File: config.mk
export PLATFORM = sky130hd
export DESIGN_NAME = mult_div_unit_flat
export DESIGN_NICKNAME = d
export VERILOG_FILES = /design/src/rtl/mult_div_unit_pkg.sv /design/src/rtl/mult_div_unit_if.sv /design/src/rtl/mult_div_unit.sv /design/src/flat_wrapper.sv
export SDC_FILE = /design/constraint.sdc
export NUM_CORES = 1
export LEC_CHECK = 0
export CORE_MARGIN = 10
export CORE_UTILIZATION = 60
export CTS_CLUSTER_DIAMETER = 200
export DETAILED_ROUTE_END_ITERATION = 7
export PLACE_DENSITY = 0.88
export SLEW_MARGIN = 20
export SYNTH_ARGS = -nofsm -noshare
export SYNTH_HDL_FRONTEND = slang
export SYNTH_SLANG_ARGS = --single-unit
export TNS_END_PERCENT = 100
File: constraint.sdc
create_clock -name Clk -period 9.13 [get_ports Clk]
set_input_delay 2.2825 -clock Clk [delete_from_list [all_inputs] [get_ports Clk]]
set_output_delay 2.2825 -clock Clk [all_outputs]
set_load 0.01 [all_outputs]
File: src/rtl/mult_div_unit_pkg.sv
// Shared encodings for the HI/LO multiply/divide unit: operation codes,
// controller states and the per-operation iteration count.
package mult_div_unit_pkg;

  typedef enum logic [1:0] {
    OP_MULT  = 2'b00,
    OP_MULTU = 2'b01,
    OP_DIV   = 2'b10,
    OP_DIVU  = 2'b11
  } op_e;

  typedef enum logic [1:0] {
    S_IDLE = 2'd0,
    S_CALC = 2'd1,
    S_FIX  = 2'd2,
    S_DONE = 2'd3
  } state_e;

  localparam int ITER_COUNT = 32;
  localparam int CNT_W      = $clog2(ITER_COUNT);

  function automatic logic op_is_div(input op_e op);
    return op[1];
  endfunction

  function automatic logic op_is_signed(input op_e op);
    return ~op[0];
  endfunction

endpackage

File: src/rtl/mult_div_unit_if.sv
// Request / result bundle between the pipeline (master) and the
// multiply/divide unit (slave).
interface mult_div_unit_if;
  logic        Start;
  logic [1:0]  Op;
  logic [31:0] OperandA;
  logic [31:0] OperandB;
  logic        HiWrite;
  logic        LoWrite;
  logic [31:0] WData;
  logic [31:0] Hi;
  logic [31:0] Lo;
  logic        Busy;
  logic        Done;

  modport master (
    output Start, Op, OperandA, OperandB, HiWrite, LoWrite, WData,
    input  Hi, Lo, Busy, Done
  );

  modport slave (
    input  Start, Op, OperandA, OperandB, HiWrite, LoWrite, WData,
    output Hi, Lo, Busy, Done
  );
endinterface

File: src/rtl/mult_div_unit.sv
// Iterative 32-bit MULT/MULTU/DIV/DIVU unit with HI/LO registers; one bit
// per cycle on a shared 64-bit accumulator, fixed 34-cycle occupancy.
module mult_div_unit
  import mult_div_unit_pkg::*;
(
  input logic            Clk,
  input logic            Rst,
  mult_div_unit_if.slave bus
);

  state_e           state_q, state_d;
  op_e              op_q, op_d;
  logic [CNT_W-1:0] cnt_q, cnt_d;
  logic [63:0]      acc_q, acc_d;
  logic [31:0]      opnd_q, opnd_d;
  logic             neg_a_q, neg_a_d;
  logic             neg_b_q, neg_b_d;
  logic [31:0]      hi_q, hi_d;
  logic [31:0]      lo_q, lo_d;

  logic        signed_req, div_req;
  logic [31:0] mag_a, mag_b;
  logic [32:0] mul_sum;
  logic [32:0] div_shift;
  logic        div_ge;
  logic [31:0] div_diff, div_rem;
  logic [63:0] prod_fix;
  logic [31:0] quo_fix, rem_fix;

  // Datapath: request magnitudes, one iteration step, and sign fix-up.
  always_comb begin
    signed_req = op_is_signed(op_e'(bus.Op));
    div_req    = op_is_div(op_e'(bus.Op));
    mag_a      = (signed_req && bus.OperandA[31]) ? -bus.OperandA : bus.OperandA;
    mag_b      = (signed_req && bus.OperandB[31]) ? -bus.OperandB : bus.OperandB;

    mul_sum   = {1'b0, acc_q[63:32]} + (acc_q[0] ? {1'b0, opnd_q} : 33'd0);
    div_shift = {acc_q[63:32], acc_q[31]};
    div_ge    = (div_shift >= {1'b0, opnd_q});
    div_diff  = div_shift[31:0] - opnd_q;
    div_rem   = div_ge ? div_diff : div_shift[31:0];

    prod_fix = (neg_a_q ^ neg_b_q) ? -acc_q : acc_q;
    // A zero divisor leaves the dividend magnitude as remainder, so the
    // dividend-sign rule below restores the original OperandA.
    if (opnd_q == 32'd0)
      quo_fix = 32'hFFFF_FFFF;
    else
      quo_fix = (neg_a_q ^ neg_b_q) ? -acc_q[31:0] : acc_q[31:0];
    rem_fix = neg_a_q ? -acc_q[63:32] : acc_q[63:32];
  end

  always_comb begin
    state_d = state_q;
    op_d    = op_q;
    cnt_d   = cnt_q;
    acc_d   = acc_q;
    opnd_d  = opnd_q;
    neg_a_d = neg_a_q;
    neg_b_d = neg_b_q;
    hi_d    = hi_q;
    lo_d    = lo_q;

    case (state_q)
      S_IDLE: begin
        if (bus.HiWrite) hi_d = bus.WData;
        if (bus.LoWrite) lo_d = bus.WData;
        if (bus.Start) begin
          op_d    = op_e'(bus.Op);
          neg_a_d = signed_req & bus.OperandA[31];
          neg_b_d = signed_req & bus.OperandB[31];
          acc_d   = {32'd0, div_req ? mag_a : mag_b};
          opnd_d  = div_req ? mag_b : mag_a;
          cnt_d   = '0;
          state_d = S_CALC;
        end
      end
      S_CALC: begin
        if (op_is_div(op_q))
          acc_d = {div_rem, acc_q[30:0], div_ge};
        else
          acc_d = {mul_sum, acc_q[31:1]};
        cnt_d = cnt_q + 1'b1;
        if (cnt_q == CNT_W'(ITER_COUNT - 1))
          state_d = S_FIX;
      end
      S_FIX: begin
        if (op_is_div(op_q)) begin
          hi_d = rem_fix;
          lo_d = quo_fix;
        end else begin
          hi_d = prod_fix[63:32];
          lo_d = prod_fix[31:0];
        end
        state_d = S_DONE;
      end
      S_DONE:  state_d = S_IDLE;
      default: state_d = S_IDLE;
    endcase
  end

  always_ff @(posedge Clk) begin
    if (Rst) begin
      state_q <= S_IDLE;
      op_q    <= OP_MULT;
      cnt_q   <= '0;
      acc_q   <= '0;
      opnd_q  <= '0;
      neg_a_q <= 1'b0;
      neg_b_q <= 1'b0;
      hi_q    <= '0;
      lo_q    <= '0;
    end else begin
      state_q <= state_d;
      op_q    <= op_d;
      cnt_q   <= cnt_d;
      acc_q   <= acc_d;
      opnd_q  <= opnd_d;
      neg_a_q <= neg_a_d;
      neg_b_q <= neg_b_d;
      hi_q    <= hi_d;
      lo_q    <= lo_d;
    end
  end

  assign bus.Hi   = hi_q;
  assign bus.Lo   = lo_q;
  assign bus.Busy = (state_q != S_IDLE);
  assign bus.Done = (state_q == S_DONE);

endmodule

File: src/flat_wrapper.sv
// flat-port wrapper written by rule: the top's interface ports become plain ports
module mult_div_unit_flat import mult_div_unit_pkg::*;
  (Clk, Rst, bus_Start, bus_Op, bus_OperandA, bus_OperandB, bus_HiWrite, bus_LoWrite, bus_WData, bus_Hi, bus_Lo, bus_Busy, bus_Done);
  mult_div_unit_if bus_i ();
  input logic Clk;
  input logic Rst;
  input wire logic [$bits(bus_i.Start)-1:0] bus_Start;
  input wire logic [$bits(bus_i.Op)-1:0] bus_Op;
  input wire logic [$bits(bus_i.OperandA)-1:0] bus_OperandA;
  input wire logic [$bits(bus_i.OperandB)-1:0] bus_OperandB;
  input wire logic [$bits(bus_i.HiWrite)-1:0] bus_HiWrite;
  input wire logic [$bits(bus_i.LoWrite)-1:0] bus_LoWrite;
  input wire logic [$bits(bus_i.WData)-1:0] bus_WData;
  output wire logic [$bits(bus_i.Hi)-1:0] bus_Hi;
  output wire logic [$bits(bus_i.Lo)-1:0] bus_Lo;
  output wire logic [$bits(bus_i.Busy)-1:0] bus_Busy;
  output wire logic [$bits(bus_i.Done)-1:0] bus_Done;
  assign bus_i.Start = bus_Start;
  assign bus_i.Op = bus_Op;
  assign bus_i.OperandA = bus_OperandA;
  assign bus_i.OperandB = bus_OperandB;
  assign bus_i.HiWrite = bus_HiWrite;
  assign bus_i.LoWrite = bus_LoWrite;
  assign bus_i.WData = bus_WData;
  assign bus_Hi = bus_i.Hi;
  assign bus_Lo = bus_i.Lo;
  assign bus_Busy = bus_i.Busy;
  assign bus_Done = bus_i.Done;
  mult_div_unit u_core (.Clk(Clk), .Rst(Rst), .bus(bus_i));
endmodule
## After elaboration in Yosys (flattened, before gate mapping)

Cells that the tools add are included.

| cells by class | value |
|---|---|
| add/sub/neg operators | 8 |
| multipliers | 0 |
| div/mod/pow operators | 0 |
| $lt $le $gt $ge | 1 |
| equal/unequal tests | 8 |
| shift-type cells | 0 |
| mux-type cells | 24 |
| bitwise operators | 4 |
| reductions and logical operators | 12 |

Operators with widths:

| cell | number |
|---|---|
| $mux 32 | 13 |
| $mux 64 | 3 |
| $neg 32->32 | 4 |
| $pmux 32 s2 | 2 |
| $pmux 64 s2 | 1 |
| $neg 64->64 | 1 |
| $add 32x33->33 | 1 |
| $ge 33x32->1 | 1 |
| $logic_not 32->1 | 1 |
| $sub 32x32->32 | 1 |
| $pmux 5 s2 | 1 |
| $reduce_and 2->1 | 5 |
| $pmux 2 s4 | 1 |
| $ne 2x2->1 const B | 3 |
| $reduce_bool 2->1 | 3 |
| $add 5x1->5 const B | 1 |
| $eq 5x5->1 const B | 1 |
| $mux 5 | 1 |
| $eq 2x2->1 const B | 2 |
| $mux 2 | 2 |
| $and 1x1->1 | 2 |
| $eq 2x1->1 const B | 1 |
| $logic_and 1x1->1 | 2 |
| $logic_not 2->1 | 1 |
| 3 further kinds | 3 |

| word-level totals | value |
|---|---|
| flip-flop bits (word level) | 171 |
| bits in latches | 0 |
| RAM bits | 0 |
| bits in read-only memories | 0 |
| input port bits | 103 |
| output and inout port bits | 66 |
| word-level logic and storage cells | 66 |
| memories | 0 |

## Depth between registers and ports, before layout

| logic depth | value |
|---|---|
| depth after elaboration | 6 |
| mapped depth | 14 |

## Worst setup path before layout

No wires, ideal clock.

| path | value |
|---|---|
| path type | input to register |
| start point | input port bus_OperandB[1] |
| end point | register u_core.acc_q[30] |
| arrival | 4.489 ns |
| path slack | 4.503 ns |
| cell stages on the path | 11 |
| path buffers | 0 |
| path through | inv_1 -> ha_1 -> or3b_2 -> nor4_2 -> nand2_1 -> or3_4 -> o41ai_2 -> xor2_1 -> nor3_1 -> nor3_1 -> a211oi_1 |

| on the way | value |
|---|---|
| word-level cells in the longest chain between the ends | 5 |

Ends and longest elaborated chain:

| element | line | text |
|---|---|---|
| from (decl) | flat_wrapper.sv:10 | `input wire logic [$bits(bus_i.OperandB)-1:0] bus_OperandB;` |
| $neg 32->32 | mult_div_unit.sv:35 | `mag_b = (signed_req && bus.OperandB[31]) ? -bus.OperandB : bus.OperandB;` |
| $mux 32 | mult_div_unit.sv:35 |  |
| $mux 32 | mult_div_unit.sv:72 | `acc_d = {32'd0, div_req ? mag_a : mag_b};` |
| $mux 64 | mult_div_unit.sv:68 | `if (bus.Start) begin` |
| $pmux 64 s2 | mult_div_unit.sv:64 | `case (state_q)` |
| to (signal assigned) | mult_div_unit.sv:107 | `acc_q <= '0;` |
| to (signal assigned) | mult_div_unit.sv:117 | `acc_q <= acc_d;` |
| to (decl) | mult_div_unit.sv:14 | `logic [63:0] acc_q, acc_d;` |

Every way passes these cells. The select of a mux whose other input is x is not followed.
A chain may end at the register's enable or synchronous reset.

## Final worst setup path

| path | value |
|---|---|
| start point | input port bus_OperandB[4] |
| end point | register u_core.acc_q[29] |

The elaborated chain is that of the path after synthesis.

==> flow_summary.toml <==
[yosys]
synth-simple-area-share_pct = 22.0
synth_fa_ha_area_share_pct = 6.42
synth_edf_count = 0
ys_seq_elements = 170
netlist_instances = 2063
yosys_warnings = 0
synth_xor_area_share_pct = 9.84
synth_compound_area_share_pct = 28.0
synthFlopType = "dfxtp_1"
syn_area_um2 = 15000
postSynthAreaPerCell_um2 = 7.29
synth-async-reset-ratio_pct = 0
ys_seq_area_share_pct = 22.6
synth_top_family_by_area = "compound AO/OA/AOI/OAI gates"
synth_fp_nets = 2242
synth_mux_area_share_pct = 5.27
ys_types = 88

[route]
drtIter0Drc = 2120
dr.pass1.iters = 7
avgRoutedWirePerCell_um = 22.5
dr_total_vias = 16497
vias_per_cell = 6.70
routed_wl_um = 55500
antenna_left = 0
remaining_drc_errors = 0

[timing]
fin_crit_ns = 5.20
relSlewSlack_pct = 25.0
hold_viol = 0
finalClockSkew_ns = 0.0225
rsz0062_at_grt = "no"
finalCritPeriodShare_pct = 56.9
max_freq_mhz = 192
setup_viol = 0
final_max_slew_viol_count = 0
tns_ns = 0
worstMarginPinSlew_ns = 1.12

[global_route]
grt_max_degree = 78
grt_use_total_pct = 33.3
gr-total-overflow = 0
grt_pass1_wl_um = 84500
grt_pass1_vias = 15073
antenna_found_initial = 0

[flow_run]
max-cap-violations = 0

[outcome]
outcome = "finished, final reports clean"

[final_layout]
n_fill_cell = 2063
register_area_um2 = 3410
instances_no_fill = 2462
diodes = 0
nNetsFinal = 2304
drive_gt1_share_pct = 5.61
area_growth_pct = 15.0
multiInputGateArea_um2 = 10800
final_area_um2 = 17300

[die]
die_h_um = 178
start_util_pct = 61.5
dieArea_um2 = 31800
dieWidth_um = 178
ios = 169
coreArea_um2 = 24500
rows = 57

[worst_setup_path]
reg2reg_depth = 9
reg2reg_to = "u_core.acc_q[63]"
endpoint_kind = "flip-flop"
cp-startpoint = "bus_OperandB[4]"
ff2ff_setup_slack_ns = 4.71
required_ns = 9.48
worstPathArrival_ns = 5.55
cp_max_fo = 6
r2r-start = "u_core.acc_q[37]"
endpoint = "u_core.acc_q[29]"
worstSetupStartpointType = "primary input"
timing_worst_setup_path_type = "primary input to flip-flop"

[place]
portBuffers = 168
dp_hpwl_um = 42700
dpl.cell_count = 2429
placed_area_um2 = 16700
place.gp.congestion = 1.04

[clock_tree]
cts_sinks = 170
clockBufferDepth = 2
tritoncts = "yes"
cts_hold_buf = 0
cts_made_buffers = 17
cts_resized = 0
cts.clk_slew.worst_paths_ns = 0.08
h-tree-depth = 4
clk_latency_ns = 0.46
post_cts_buffers = 0
cts-root-buf = "clkbuf_16"

[worst_hold_path]
whs_path_depth = 1
hold_start = "u_core.bus.Hi[20]"
min_path_type = "flip-flop to flip-flop"

[pwr]
p_leak_uw = 0.00682
finalPower_uw = 4630
peakVddDrop_mv = 0.289
power_density_nw_per_um2 = 268
worst min path at each step:
stage,endpoint
after floorplan,u_core.opnd_q[25]
after global placement,u_core.bus.Hi[19]
after detailed placement,u_core.bus.Hi[20]
after CTS,u_core.bus.Hi[20]
after global routing,u_core.bus.Hi[24]
final,u_core.bus.Hi[20]
layout make-up:
type                            instances  share of cell area (%)
Inverter                               69                    1.50
Clock buffer                           18                    2.54
Multi-Input combinational cell       1681                    62.4
Tap cell                              324                    2.34
Clock inverter                         14                   0.955
Sequential cell                       170                    19.7
Timing Repair Buffer                  186                    10.5
power by group:
group | internal [uW] | switching, uW
Clock | 401 | 375
Sequential | 956 | 270
Combinational | 1030 | 1600
Total | 2390 | 2240
cells in the mapped netlist (5+ instances only):
master       n  share of area (%)
a2111oi_0    7               0.41
a211o_1      6               0.35
a211oi_1    92                4.6
a21o_1      33                1.6
a21oi_1    222                7.4
a221o_1      7               0.47
a22o_1      19                1.1
a22oi_1      9               0.45
a311oi_1    13               0.76
a31oi_1     18               0.75
and2_1      14               0.58
and3_1       6               0.25
buf_1        7               0.17
buf_2        6               0.20
buf_6        6               0.45
clkbuf_1   117                2.9
dfxtp_1    170                 23
ha_1        74                6.2
inv_1       68                1.7
mux2_2      25                1.9
mux2i_1     51                3.4
nand2_1    179                4.5
nand2b_1    14               0.58
nand3_1     28               0.93
nand4_1     13               0.54
nor2_1     279                7.0
nor2b_1     12               0.50
nor3_1      60                2.0
nor3b_1      7               0.35
nor4_1      28                1.2
nor4b_1      5               0.29
o211ai_1    32                1.6
o21a_1       9               0.45
o21ai_0    120                4.0
o21bai_1    10               0.50
o221ai_1     5               0.29
o31ai_1     15               0.75
o41ai_1      6               0.35
or2_2        5               0.21
or3_1       19               0.79
or4_1        8               0.40
xnor2_1     96                5.6
xor2_1      73                4.3
logic make-up after synthesis:
kind of cell | Yosys count
fa+ha+maj | 76
flops | 170
compound gates | 654
mux | 76
buf+inv | 212
xor+xnor | 169
simple gates | 706
per-layer routing:
layer	vias to the layer above	routed length, um	track usage, %
met5	-	0	0
met4	0	3080	17.5
met3	194	6120	7.21
met2	1080	24000	50.7
met1	7627	22200	43.3
li1	7596	-	-
cell usage in the layout, fill, tap and decap left out, types with 12 or more instances in the layout:
cell,Yosys,layout
xnor2_1,96,94
or3_1,19,19
dfxtp_1,170,169
nor3_1,60,60
mux2i_1,51,51
nand3_1,28,28
inv_1,68,68
nor2_1,279,278
a21o_1,33,33
nand4_1,13,13
nor2b_1,12,12
nor4_1,28,28
o211ai_1,32,32
xor2_1,73,73
clkdlybuf4s50_1,0,166
clkbuf_16,0,17
a22o_1,19,19
a211oi_1,92,92
a31oi_1,18,18
ha_1,74,72
nand2b_1,14,14
o31ai_1,15,15
mux2_2,25,25
a21oi_1,222,220
o21ai_0,120,119
a311oi_1,13,13
buf_4,1,18
nand2_1,179,179
and2_1,14,14
worst max-delay path, cell delays in order:
cell             delay (ns)
clkdlybuf4s50_1        0.50
or3_1                  0.42
nor4_1                 0.73
nand2_1                0.24
nor3_1                 0.55
a21oi_1                0.17
xnor2_1                0.17
a21oi_1                0.16
o21ai_0                0.09
a211oi_1               0.23
sequential cells by signal, summed over array words and instances (netlist names):
name	cells
u_core.acc_q	64
u_core.bus.Hi	32
u_core.bus.Lo	32
u_core.opnd_q	32
u_core.cnt_q	5
u_core.state_q	2
u_core.neg_a_q	1
u_core.neg_b_q	1
u_core.op_q	1
stage by stage:
stage | hold slack, ns | setup WS (ns) | util, %
after global routing | 0.485 | 3.60 | 70.7
after detailed placement | 0.446 | 3.59 | 68.1
after global placement | 0.436 | 3.69 | 68.1
final | 0.458 | 3.93 | 70.7
after floorplan | 0.445 | 4.50 | -
after CTS | 0.459 | 4.03 | 70.6
Power figures use the tool's default switching activity.
==> RTL edit 1 (same flow settings) <==
Set the package constant `ITER_COUNT` to 64 (it was 32).
--- a/src/rtl/mult_div_unit_pkg.sv
+++ b/src/rtl/mult_div_unit_pkg.sv
@@ -18,3 +18,3 @@
 
-  localparam int ITER_COUNT = 32;
+  localparam int ITER_COUNT = 64;
   localparam int CNT_W      = $clog2(ITER_COUNT);
Behaviour: no difference found for any inputs over 4 cycles, from zero or initial values and one cycle with Rst high; that may be too few to reach the edited logic, so the function may still have changed.
==> RTL edit 1 against the original RTL <==
Design area up 1.3%; synthesized cell count up 2.2%; worst setup slack better by 110 ps; total power up 3.4%; global-route usage up 0.21 points; sequential cell count up 1; critical path depth unchanged; core utilization down 0.90 points; routed wire length up 3.8%; clock skew down 6.9 ps; largest power group unchanged; synthesized area up 1.6%; die area up 1.4%.
==> RTL edit 1: results (changes against the original RTL) <==
* Met3 Use GR at 0.08675 (+0.01465)
* Non-CTS buffers at 186 (unchanged)
* Switching part of the total power at 0.4963 (+0.01225)
* Fin crit share at 0.5568 (-0.01250)
* Clock skew at 15.57 ps (-6.922 ps)
* Status: finished clean
* Seq Cell Count at 171 (+0.59%)
* Avg Cell Area, Syn at 7.245 um2 (-0.63%)
* Met2 Track Usage GR at 0.4865 (-0.02049)
* Via density at 6.782 (+1.2%)
* Final-layout clock-cell area share at 0.03426 (-0.0006756)
* Die Wd at 179.6 um (+0.70%)
* Count of multi-input gates at 1723 (+2.5%)
* P_comb at 2.77 mW (+5%)
* Synth Area in Compound Gates at 0.2970 (+0.01724)
* Post-synth top cells: nor2_1, a21oi_1, nand2_1, dfxtp_1, o21ai_0
* Met1 Resource Use GR at 0.4469 (+0.01405)
* Area contributors post-synth: dfxtp_1, nor2_1, a21oi_1
* Post-synth net total at 2287 (+2.0%)
* Post-Synth XOR/XNOR Area at 0.09229 (-0.006125)
* Cell depth of the worst flop-to-flop path at 13 (+4)
* Total wire length at 57560 um (+3.8%)
* Register area share after synthesis at 0.2240 (-0.002229)
* First-pass GRT wire length at 88910 um (+5.2%)
* Arrival @ worst endpoint at 5380 ps (-170 ps)
* Fraction of the mapped netlist area in adder cells at 0.06240 (-0.001823)
* Fill cells at 2160 (+4.7%)
* DR iter-0 viols at 2410 (+14%)
* Final Power at 4.787 mW (+3.4%)
* Clock Tree Buf Depth at 2 (unchanged)
* Dpl hpwl at 44520 um (+4.2%)
* Fraction of area in multi-input gates at 0.6280 (+0.003604)
* Worst ir drop on vdd at 210.7 uV (-27%)
* Hold Path Stages at 2 (+1)
* Fraction of area in registers at 0.1954 (-0.001603)
* Routed len/inst at 22.89 um (+1.6%)
* Largest net degree at the start of global routing at 90 (+15%)
* NonClk Buf Share at 0.1032 (-0.002105)
* Clock Buffer Count at 17 (-1)
* Share of cells above drive strength 1 at 0.05995 (+0.003827)
* Setup WS pre-CTS at 3731 ps (+140.3 ps)
* Drt first pass iters at 6 (-1)
* Final GP Congestion at 1.072 (+3.2%)
* Met2 wire len at 23340 um (-2.9%)
* Placed Instances at 2483 (+2.2%)
* Clock group at 0.760 mW (-2%)
* PD cells at 273.1 nW/um2 (+2.0%)
* Reg2Reg Setup Slack at 5020 ps (+310 ps)
* Inverters at 73 (+5.8%)
* Tightest Pin Transition at 1078 ps (-42.13 ps)
* Worst r2r src: u_core.acc_q[31]
* Mux share of post-synthesis cell area at 0.03824 (-0.01442)
* CP max stage delay at 750 ps (+20 ps)
* RR Endpoint: u_core.acc_q[60]
* Post-DP Area at 16930 um2 (+1.6%)
-- RTL edit 1: cell types whose count changed in the layout (fill, tap and decap cells not counted), moves of 9 or more --
cell	before	now
a211oi_1	92	101
a21o_1	33	43
a21oi_1	220	206
nor3_1	60	69
mux2i_1	51	37
a22o_1	19	10
o21ai_1	0	9
xnor2_1	94	81
nand3_1	28	42
nor2_1	278	294
-- RTL edit 1: worst min-delay path by stage --
stage | start | endpoint | slack [ps]
final | u_core.opnd_q[17] | u_core.opnd_q[17] | 460
after CTS | u_core.bus.Hi[23] | u_core.bus.Hi[23] | 460
after floorplan | u_core.opnd_q[15] | u_core.opnd_q[15] | 430
after global placement | u_core.bus.Hi[9] | u_core.bus.Hi[9] | 440
after detailed placement | u_core.bus.Hi[9] | u_core.bus.Hi[9] | 450
after global routing | u_core.opnd_q[17] | u_core.opnd_q[17] | 470
==> RTL edit 2 (same flow settings) <==
Made on the original files. Re-encode `state_e` (4 states) as Gray code, 2 bits wide.
--- a/src/rtl/mult_div_unit_pkg.sv
+++ b/src/rtl/mult_div_unit_pkg.sv
@@ -12,6 +12,6 @@
   typedef enum logic [1:0] {
-    S_IDLE = 2'd0,
-    S_CALC = 2'd1,
-    S_FIX  = 2'd2,
-    S_DONE = 2'd3
+    S_IDLE = 2'b00,
+    S_CALC = 2'b01,
+    S_FIX  = 2'b11,
+    S_DONE = 2'b10
   } state_e;
Formal check against the unedited RTL: same outputs for any inputs over 4 cycles, from zero or initial values and one cycle with Rst high; so few cycles prove little.
==> RTL edit 2 against the original RTL <==
Sequential cell count did not move; design area increased by 0.72%; via count grew 3.4%; routed wire length increased by 6.7%; count of clock-buffer cells in the layout is 1 lower; synthesized area barely moved; worst setup slack better by 110 ps; global-route usage rose by 2.0 points; critical path type unchanged; die area barely moved; critical endpoint is now u_core.acc_q[24]; final cell count about the same.
Power is not compared: it rests on default switching activity, and its combinational part moved more than twofold at a synthesized area within 25%.
==> RTL edit 2: results (changes against the original RTL) <==
* Final cell count without fillers at 2464 (+0.081%)
* Metal-1 WL at 23290 um (+4.8%)
* Setup WS pre-CTS at 3737 ps (+146.0 ps)
* Synth top area share at 0.2262 (about the same)
* Tightest Pin Transition at 1090 ps (-30.35 ps)
* Total wire length at 59200 um (+6.7%)
* Total CTS buffers at 17 (unchanged)
* CP max stage delay at 780 ps (+50 ps)
* Vias in the first global route at 15600 (+3.5%)
* Share of cells above drive strength 1 at 0.04813 (-0.007996)
* Clock skew at 16.21 ps (-6.278 ps)
* Vias at 17060 (+3.4%)
* Hold Path Stages at 2 (+1)
* Post-Synth XOR/XNOR Area at 0.09314 (-0.005272)
* Fin nets at 2302 (-0.087%)
* Mux share of post-synthesis cell area at 0.05272 (+0.00006564)
* Dpl hpwl at 45200 um (+5.8%)
* Final GP Congestion at 1.001 (-3.6%)
* Worst Hold Class: reg2reg
* Crit path launch: bus_OperandB[2]
* Largest net degree at the start of global routing at 75 (-3.8%)
* Met2 Track Usage GR at 0.5330 (+0.02607)
* Area contributors post-synth: dfxtp_1, a21oi_1, ha_1
* YS warnings at 0 (unchanged)
* Met3 Use GR at 0.07907 (+0.006977)
* Worst-path maximum fanout at 7 (+1)
* Met3 wire len at 7578 um (+24%)
* Post-DP Area at 16780 um2 (+0.68%)
* Drt first pass iters at 8 (+1)
* Cells after synthesis at 2061 (-0.097%)
* Arrival @ worst endpoint at 5380 ps (-170 ps)
* Met1 Resource Use GR at 0.4654 (+0.03253)
* CTS root buffer: clkbuf_16
* Worst Setup EP: u_core.acc_q[24]
* Post-synth top cells: nor2_1, nand2_1, a21oi_1, dfxtp_1, clkbuf_1
* Final Power at 2.436 mW
* Library cells used by synthesis at 85 (-3.4%)
* RR Endpoint: u_core.acc_q[56]
* Synth Area in Compound Gates at 0.2966 (+0.01687)
* Register area share after synthesis at 0.2262 (about the same)
* Post-synth net total at 2236 (-0.27%)
* WHS at 472.7 ps (+14.19 ps)
* Fraction of the mapped netlist area in adder cells at 0.06087 (-0.003348)
* Status: finished clean
* Hold wc startpoint: u_core.opnd_q[5]
* Reg2Reg Setup Slack at 4820 ps (+110 ps)
* Worst r2r src: u_core.acc_q[32]
* First-pass GRT wire length at 89110 um (+5.4%)
* FMAX at 196.7 MHz (+2.2%)
* DR iter-0 viols at 2500 (+18%)
* Clock power share at 0.320
* Total GRT Usage at 0.3531 (+0.02014)
* Met2 wire len at 25470 um (+6.0%)
* Worst Hold End: u_core.opnd_q[5]
[RTL edit 2: changes by cell type after synthesis, moves of 14 or more]
| cell | before | now |
|---|---|---|
| a22o_1 | 19 | 0 |
| nand3_1 | 28 | 44 |
| mux2_2 | 25 | 9 |
| a221oi_1 | 4 | 34 |
| mux2i_1 | 51 | 68 |
| nand2_1 | 179 | 197 |
| o22ai_1 | 0 | 35 |
| nor2_1 | 279 | 212 |
| clkbuf_1 | 117 | 131 |
| a22oi_1 | 9 | 41 |
| a211oi_1 | 92 | 26 |
| a21oi_1 | 222 | 183 |
| a31oi_1 | 18 | 32 |
[RTL edit 2: cell type report]
type / count / area, um2
multi-input cells: 1675 / 10850
flip-flops and latches: 170 / 3405
clock inverters: 15 / 216.5
repair buffers: 192 / 1854
well taps: 324 / 405.4
fillers: 2012 / 7042
clock buffers: 17 / 425.4
inverters: 71 / 266.5
[RTL edit 2: tightest hold or removal path, stage by stage, from the launching register on]
cell and delay (ps):
dfxtp_1 320, nand2_1 60, a21oi_1 50
